--- config.mk ---
export PLATFORM = sky130hd
export DESIGN_NAME = reset_sequencer_flat
export DESIGN_NICKNAME = d
export VERILOG_FILES = /design/src/rtl/reset_sequencer_if.sv /design/src/rtl/reset_sequencer.sv /design/src/flat_wrapper.sv
export SDC_FILE = /design/constraint.sdc
export NUM_CORES = 1
export LEC_CHECK = 0
export ABC_AREA = 1
export BUFFER_PORTS_ARGS = -buffer_cell sky130_fd_sc_hd__buf_4
export CORE_ASPECT_RATIO = 0.6
export CORE_MARGIN = 10
export CORE_UTILIZATION = 50
export CTS_CLUSTER_DIAMETER = 50
export DETAILED_ROUTE_END_ITERATION = 8
export PLACE_DENSITY = 0.71
export SYNTH_ARGS = -nofsm -noshare
export SYNTH_HDL_FRONTEND = slang
export SYNTH_SLANG_ARGS = --single-unit
--- constraint.sdc ---
create_clock -name clk -period 4.4 [get_ports clk]
set_clock_uncertainty 0.15 [all_clocks]
set_input_delay 0.66 -clock clk [delete_from_list [all_inputs] [get_ports clk]]
set_output_delay 0.66 -clock clk [all_outputs]
set_load 0.01 [all_outputs]
--- src/rtl/reset_sequencer_if.sv ---
// Request/status bundle between the reset sequencer and its requesters.
// The sequencer uses the slave modport and requesters use the master modport.
interface reset_sequencer_if #(
    parameter int NUM_DOM = 4
);
    logic [NUM_DOM-1:0] soft_req;
    logic               soft_all;
    logic [NUM_DOM-1:0] rst_out;
    logic [NUM_DOM-1:0] soft_ack;
    logic               seq_busy;
    logic               ready;

    modport master (
        output soft_req,
        output soft_all,
        input  rst_out,
        input  soft_ack,
        input  seq_busy,
        input  ready
    );

    modport slave (
        input  soft_req,
        input  soft_all,
        output rst_out,
        output soft_ack,
        output seq_busy,
        output ready
    );
endinterface

--- src/rtl/reset_sequencer.sv ---
// Central reset controller: synchronised board-reset release, staggered per-domain
// release, per-domain soft-reset pulses and full-chip soft reset.
module reset_sequencer #(
    parameter int NUM_DOM   = 4,
    parameter int HOLD_CYC  = 8,
    parameter int PULSE_CYC = 4
) (
    input logic              clk,
    input logic              reset,
    reset_sequencer_if.slave bus
);
    localparam int MAX_CYC = (HOLD_CYC > PULSE_CYC) ? HOLD_CYC : PULSE_CYC;
    localparam int CNT_W   = $clog2(MAX_CYC + 1);
    localparam int IDX_W   = (NUM_DOM > 1) ? $clog2(NUM_DOM) : 1;

    typedef enum logic [1:0] {SEQ, RUN, SOFT} state_t;

    state_t             state, state_n;
    logic [CNT_W-1:0]   cnt, cnt_n;
    logic [IDX_W-1:0]   idx, idx_n, low;
    logic [NUM_DOM-1:0] rst_q, rst_n, ack_q, ack_n;
    logic [1:0]         sync;
    logic               rst_i;

    // Release synchroniser: asserts with reset, lets go two edges after it falls.
    always_ff @(posedge clk or posedge reset) begin
        if (reset) sync <= 2'b00;
        else       sync <= {sync[0], 1'b1};
    end

    assign rst_i = ~sync[1];

    always_ff @(posedge clk or posedge reset) begin
        if (reset) begin
            state <= SEQ;
            cnt   <= '0;
            idx   <= '0;
            rst_q <= '1;
            ack_q <= '0;
        end else if (rst_i) begin
            state <= SEQ;
            cnt   <= '0;
            idx   <= '0;
            rst_q <= '1;
            ack_q <= '0;
        end else begin
            state <= state_n;
            cnt   <= cnt_n;
            idx   <= idx_n;
            rst_q <= rst_n;
            ack_q <= ack_n;
        end
    end

    always_comb begin
        state_n = state;
        cnt_n   = cnt;
        idx_n   = idx;
        rst_n   = rst_q;
        ack_n   = '0;
        low     = '0;
        // Fixed priority: lowest requesting index wins.
        for (int i = NUM_DOM - 1; i >= 0; i--) begin
            if (bus.soft_req[i]) low = IDX_W'(i);
        end
        case (state)
            SEQ: begin
                if (cnt == CNT_W'(HOLD_CYC - 1)) begin
                    rst_n[idx] = 1'b0;
                    cnt_n      = '0;
                    if (idx == IDX_W'(NUM_DOM - 1)) begin
                        idx_n   = '0;
                        state_n = RUN;
                    end else begin
                        idx_n = idx + IDX_W'(1);
                    end
                end else begin
                    cnt_n = cnt + CNT_W'(1);
                end
            end
            RUN: begin
                if (bus.soft_all) begin
                    rst_n   = '1;
                    cnt_n   = '0;
                    idx_n   = '0;
                    state_n = SEQ;
                end else if (|bus.soft_req) begin
                    rst_n[low] = 1'b1;
                    idx_n      = low;
                    cnt_n      = '0;
                    state_n    = SOFT;
                end
            end
            SOFT: begin
                if (cnt == CNT_W'(PULSE_CYC - 1)) begin
                    rst_n[idx] = 1'b0;
                    ack_n[idx] = 1'b1;
                    cnt_n      = '0;
                    idx_n      = '0;
                    state_n    = RUN;
                end else begin
                    cnt_n = cnt + CNT_W'(1);
                end
            end
            default: state_n = SEQ;
        endcase
    end

    assign bus.rst_out  = rst_q;
    assign bus.soft_ack = ack_q;
    assign bus.seq_busy = (state != RUN);
    assign bus.ready    = (state != SEQ);
endmodule

--- src/flat_wrapper.sv ---
// flat-port wrapper written by rule: the top's interface ports become plain ports
module reset_sequencer_flat 
#(
    parameter int NUM_DOM   = 4,
    parameter int HOLD_CYC  = 8,
    parameter int PULSE_CYC = 4
)
  (clk, reset, bus_soft_req, bus_soft_all, bus_rst_out, bus_soft_ack, bus_seq_busy, bus_ready);
  reset_sequencer_if #(.NUM_DOM(NUM_DOM)) bus_i ();
  input logic clk;
  input logic reset;
  input wire logic [$bits(bus_i.soft_req)-1:0] bus_soft_req;
  input wire logic [$bits(bus_i.soft_all)-1:0] bus_soft_all;
  output wire logic [$bits(bus_i.rst_out)-1:0] bus_rst_out;
  output wire logic [$bits(bus_i.soft_ack)-1:0] bus_soft_ack;
  output wire logic [$bits(bus_i.seq_busy)-1:0] bus_seq_busy;
  output wire logic [$bits(bus_i.ready)-1:0] bus_ready;
  assign bus_i.soft_req = bus_soft_req;
  assign bus_i.soft_all = bus_soft_all;
  assign bus_rst_out = bus_i.rst_out;
  assign bus_soft_ack = bus_i.soft_ack;
  assign bus_seq_busy = bus_i.seq_busy;
  assign bus_ready = bus_i.ready;
  reset_sequencer #(.NUM_DOM(NUM_DOM), .HOLD_CYC(HOLD_CYC), .PULSE_CYC(PULSE_CYC)) u_core (.clk(clk), .reset(reset), .bus(bus_i));
endmodule
==> run summary <==
On the critical path, the stage with the largest delay is an instance of dfrtp_1. The die covers 0.00461 mm^2. Yosys mapped the design onto 24 distinct sky130hd cell types.

Setup violations remaining at the end of the flow were counted as 0. Data arrives at the worst endpoint at 1290 ps. Setup repair after global routing left no endpoint under its margin. The first global-routing pass estimated 4.15 mm of wire.

VDD sags by at most 236 uV. The total overflow reported by the global router is 0. From left edge to right edge, the die measures 81.2 um. The Yosys step of the flow raised 0 warnings.

The tools report the placeable core region as 0.00215 mm^2. The tightest min-delay check is of the register to register type. At the end of routability-driven placement, the weighted congestion stood at 0.863. Element type at the critical path end: a primary output. The tree built by TritonCTS fans out to 18 sinks.

The clock-pin slew on the worst setup and hold paths is 60 ps, and the number of slew-limit violations in the final report is 0. The timing-limited maximum frequency is 475 MHz, and the hold-critical path depth is 0. Counting flops and latches in the post-synthesis netlist gives 18.

The number of nets with antenna violations after detailed routing is 0. In this design, the stage delay of the slowest critical-path cell is 390 ps. The tools report the initial antenna violation count as 0. In the routed design, unresolved DRC markers number 0.

The worst-margin pin slew came out at 667 ps. For the overall fraction of global-route tracks in use, the log shows 0.117. The tools report the gate count of the mapped netlist as 139. For the sequential-to-total area share from yosys stat, the log shows 0.405. The number of hold buffers added after CTS was 0. The HPWL reported at the end of detailed placement was 1.96 mm. Broken down by cell family, the worst path's largest delay share belongs to flip-flops. Summed over all layers, the routed wires come to 2.40 mm.

The logs give 897 for the number of vias after detailed routing and 0 for the count of inserted antenna diode cells. The first TritonRoute pass finished after 4 iterations. The area growth from synthesis to layout is 16.9%. The number of global-route vias before repair came out at 904. The data required time of the critical path was 3590 ps. The initial cell density of the core was 0.523; the maximum buffer depth of the clock tree was 2.

TritonCTS built the clock tree. The number of buffers inserted to repair setup after CTS is 0, and the path depth of the worst reg2reg path is 9. Setup slack on the worst reg-to-reg path comes out at 2560 ps. The flow ran to the end, and the final reports show no timing, DRC or antenna violations. The floorplan has 13 rows. In this run, CTS created clock tree buffers numbering 3. Input and output buffers added on the ports amount to 16. The post-detailed-route via-to-cell ratio was 4.80; the static leakage was 0.646 nW. The logs give 19 for the maximum number of pins on one net before global-route repair and 0 for the count of final hold-check violations. The run gives 0 as the number of gates given a new drive strength after cts.

Counting every net in the synthesized netlist gives 154. The worst hold path terminates at u_core.sync[1]. The startpoint identified for the worst hold timing path is u_core.sync[0].

The ratio of cells with drive above 1 in the final layout is 0.261, and the number of max-capacitance violations reported is 0. In this run the critical register-to-register path is launched from u_core.state[0]. The critical path contains buffers and inverters numbering 3 combined.

The clock network latency to the later pin of the worst-skew pair was 260 ps. Of all nets on the critical path, the largest fanout is 9. The cell area power density was 533 mW/mm^2; the top-level port count was 17. The capturing point of the worst reg2reg path is u_core.bus.rst_out[0].

The first-iteration detailed-routing DRC count was 30. For the number of H-tree levels, the log shows 1. The tools report the mapped cell area as 0.00112 mm^2. The run gives 0.555 as the relative slew slack.

The tools report the number of nets at the end of the flow as 173. Height of the die: 56.7 um. The most common flop cell mapped by yosys is dfrtp_1.

After filler insertion, the fill cell instance count of the layout stands at 193. Post-layout minimum cycle time: 2100 ps. Root cell of the clock tree: clkbuf_8.

In the final timing run, aggregate negative setup slack is 0 ps. The post-route fraction of the period consumed by the critical path is 0.478, and the routed wire length per instance is 12.9 um. The kind of start point of the critical path is a register.

Yosys mapped a number of flops with a built-in enable equal to 0. The library cells used most frequently in the layout, excluding fill and tap cells, are nand2_1 (41), buf_4 (16), inv_1 (15), dfrtp_1 (14), nor2_1 (11). The signal on the critical path passes through inv_1 > ha_1 > inv_2 > buf_4. Leaving out fill and tap cells, the most frequent cell in the layout is nand2_1. The post-synthesis area per instance came out at 8.08 um^2. The share of the core filled with cells is 0.612. The share of flip-flops with an asynchronous set or reset after synthesis was 1.00. Class of the most critical setup path: register to primary output.
per-stage QoR:
step | hold WS, ps | setup WS (ps) | power (W) | cell area (um^2) | std cells
final | 213 | 2300 | 0.000701 | 1310 | 187
after global routing | 232 | 2230 | 0.000768 | 1310 | 187
after CTS | 215 | 2300 | 0.000708 | 1310 | 187
after detailed placement | 186 | 2520 | 0.000569 | 1260 | 183
after global placement | 195 | 2590 | 0.000561 | 1260 | 183
after floorplan | 181 | 2730 | 0.000483 | 1120 | 139
worst register-to-register path: cells and delay by family (launching register included):
family / cells / cell delay, ps
AO/OA/AOI/OAI: 1 / 100
adder cells (fa/ha/maj): 1 / 400
buffers and inverters: 1 / 80
flip-flops: 1 / 370
AND/OR/NAND/NOR: 6 / 690
flip-flops by register name, indices dropped and copies added, names as in the netlist:
register and cells:
u_core.bus.rst_out 4, u_core.bus.soft_ack 4, u_core.cnt 4, u_core.idx 2, u_core.state 2, u_core.sync 2
report_power, final:
group	total [W]	switching (W)	internal [W]
sequential	0.000240	0.0000278	0.000212
clock	0.000136	0.0000564	0.0000797
combinational	0.000325	0.000200	0.000125
total	0.000701	0.000284	0.000416
Yosys cell counts, types with 2 or more instances:
library cell | number | share of area
o21ai_0 | 9 | 0.040
inv_1 | 15 | 0.050
nand3_2 | 3 | 0.027
dfrtp_1 | 14 | 0.31
nor2_4 | 3 | 0.030
o21ai_1 | 3 | 0.013
nand3b_1 | 2 | 0.013
nand3_1 | 6 | 0.027
buf_6 | 2 | 0.020
nand2_1 | 41 | 0.14
nand2_2 | 3 | 0.017
ha_1 | 8 | 0.089
inv_2 | 2 | 0.0067
o21ai_2 | 2 | 0.016
dfstp_2 | 4 | 0.094
nor2_1 | 11 | 0.037
a21oi_1 | 4 | 0.018
worst max path at each step:
stage | from | to | slack, ps | cells past startpoint
after global placement | bus_soft_all | u_core.cnt[2] | 2590 | 9
after CTS | u_core.state[1] | bus_seq_busy | 2300 | 4
after detailed placement | bus_soft_req[2] | u_core.idx[1] | 2520 | 7
after floorplan | bus_soft_all | u_core.idx[0] | 2730 | 7
final | u_core.state[1] | bus_seq_busy | 2300 | 4
after global routing | u_core.state[1] | bus_seq_busy | 2230 | 4
routing by layer:
layer / global-route usage / vias up / routed length [um]
met5: 0 / - / 0
met4: 0.0590 / 0 / 48
met3: 0.0508 / 4 / 130
met2: 0.178 / 14 / 1090
met1: 0.137 / 406 / 1140
li1: - / 473 / -
kinds of logic after synthesis:
family	after synthesis	synth area share
AOI/OAI and AO/OA	19	0.101
adders and majority gates	8	0.0891
buffers and inverters	20	0.0824
DFF	18	0.405
other	1	0.00334
and+or+nand+nor	73	0.318
cell type report:
cell class                      instances  area, um^2  share of cell area
Multi-Input combinational cell        101         576               0.438
Timing Repair Buffer                   16         120              0.0914
Inverter                               18        70.1              0.0533
Clock buffer                            4        55.1              0.0419
Tap cell                               30        37.5              0.0286
Sequential cell                        18         455               0.347
No activity file was read; power rests on OpenSTA's default activity.
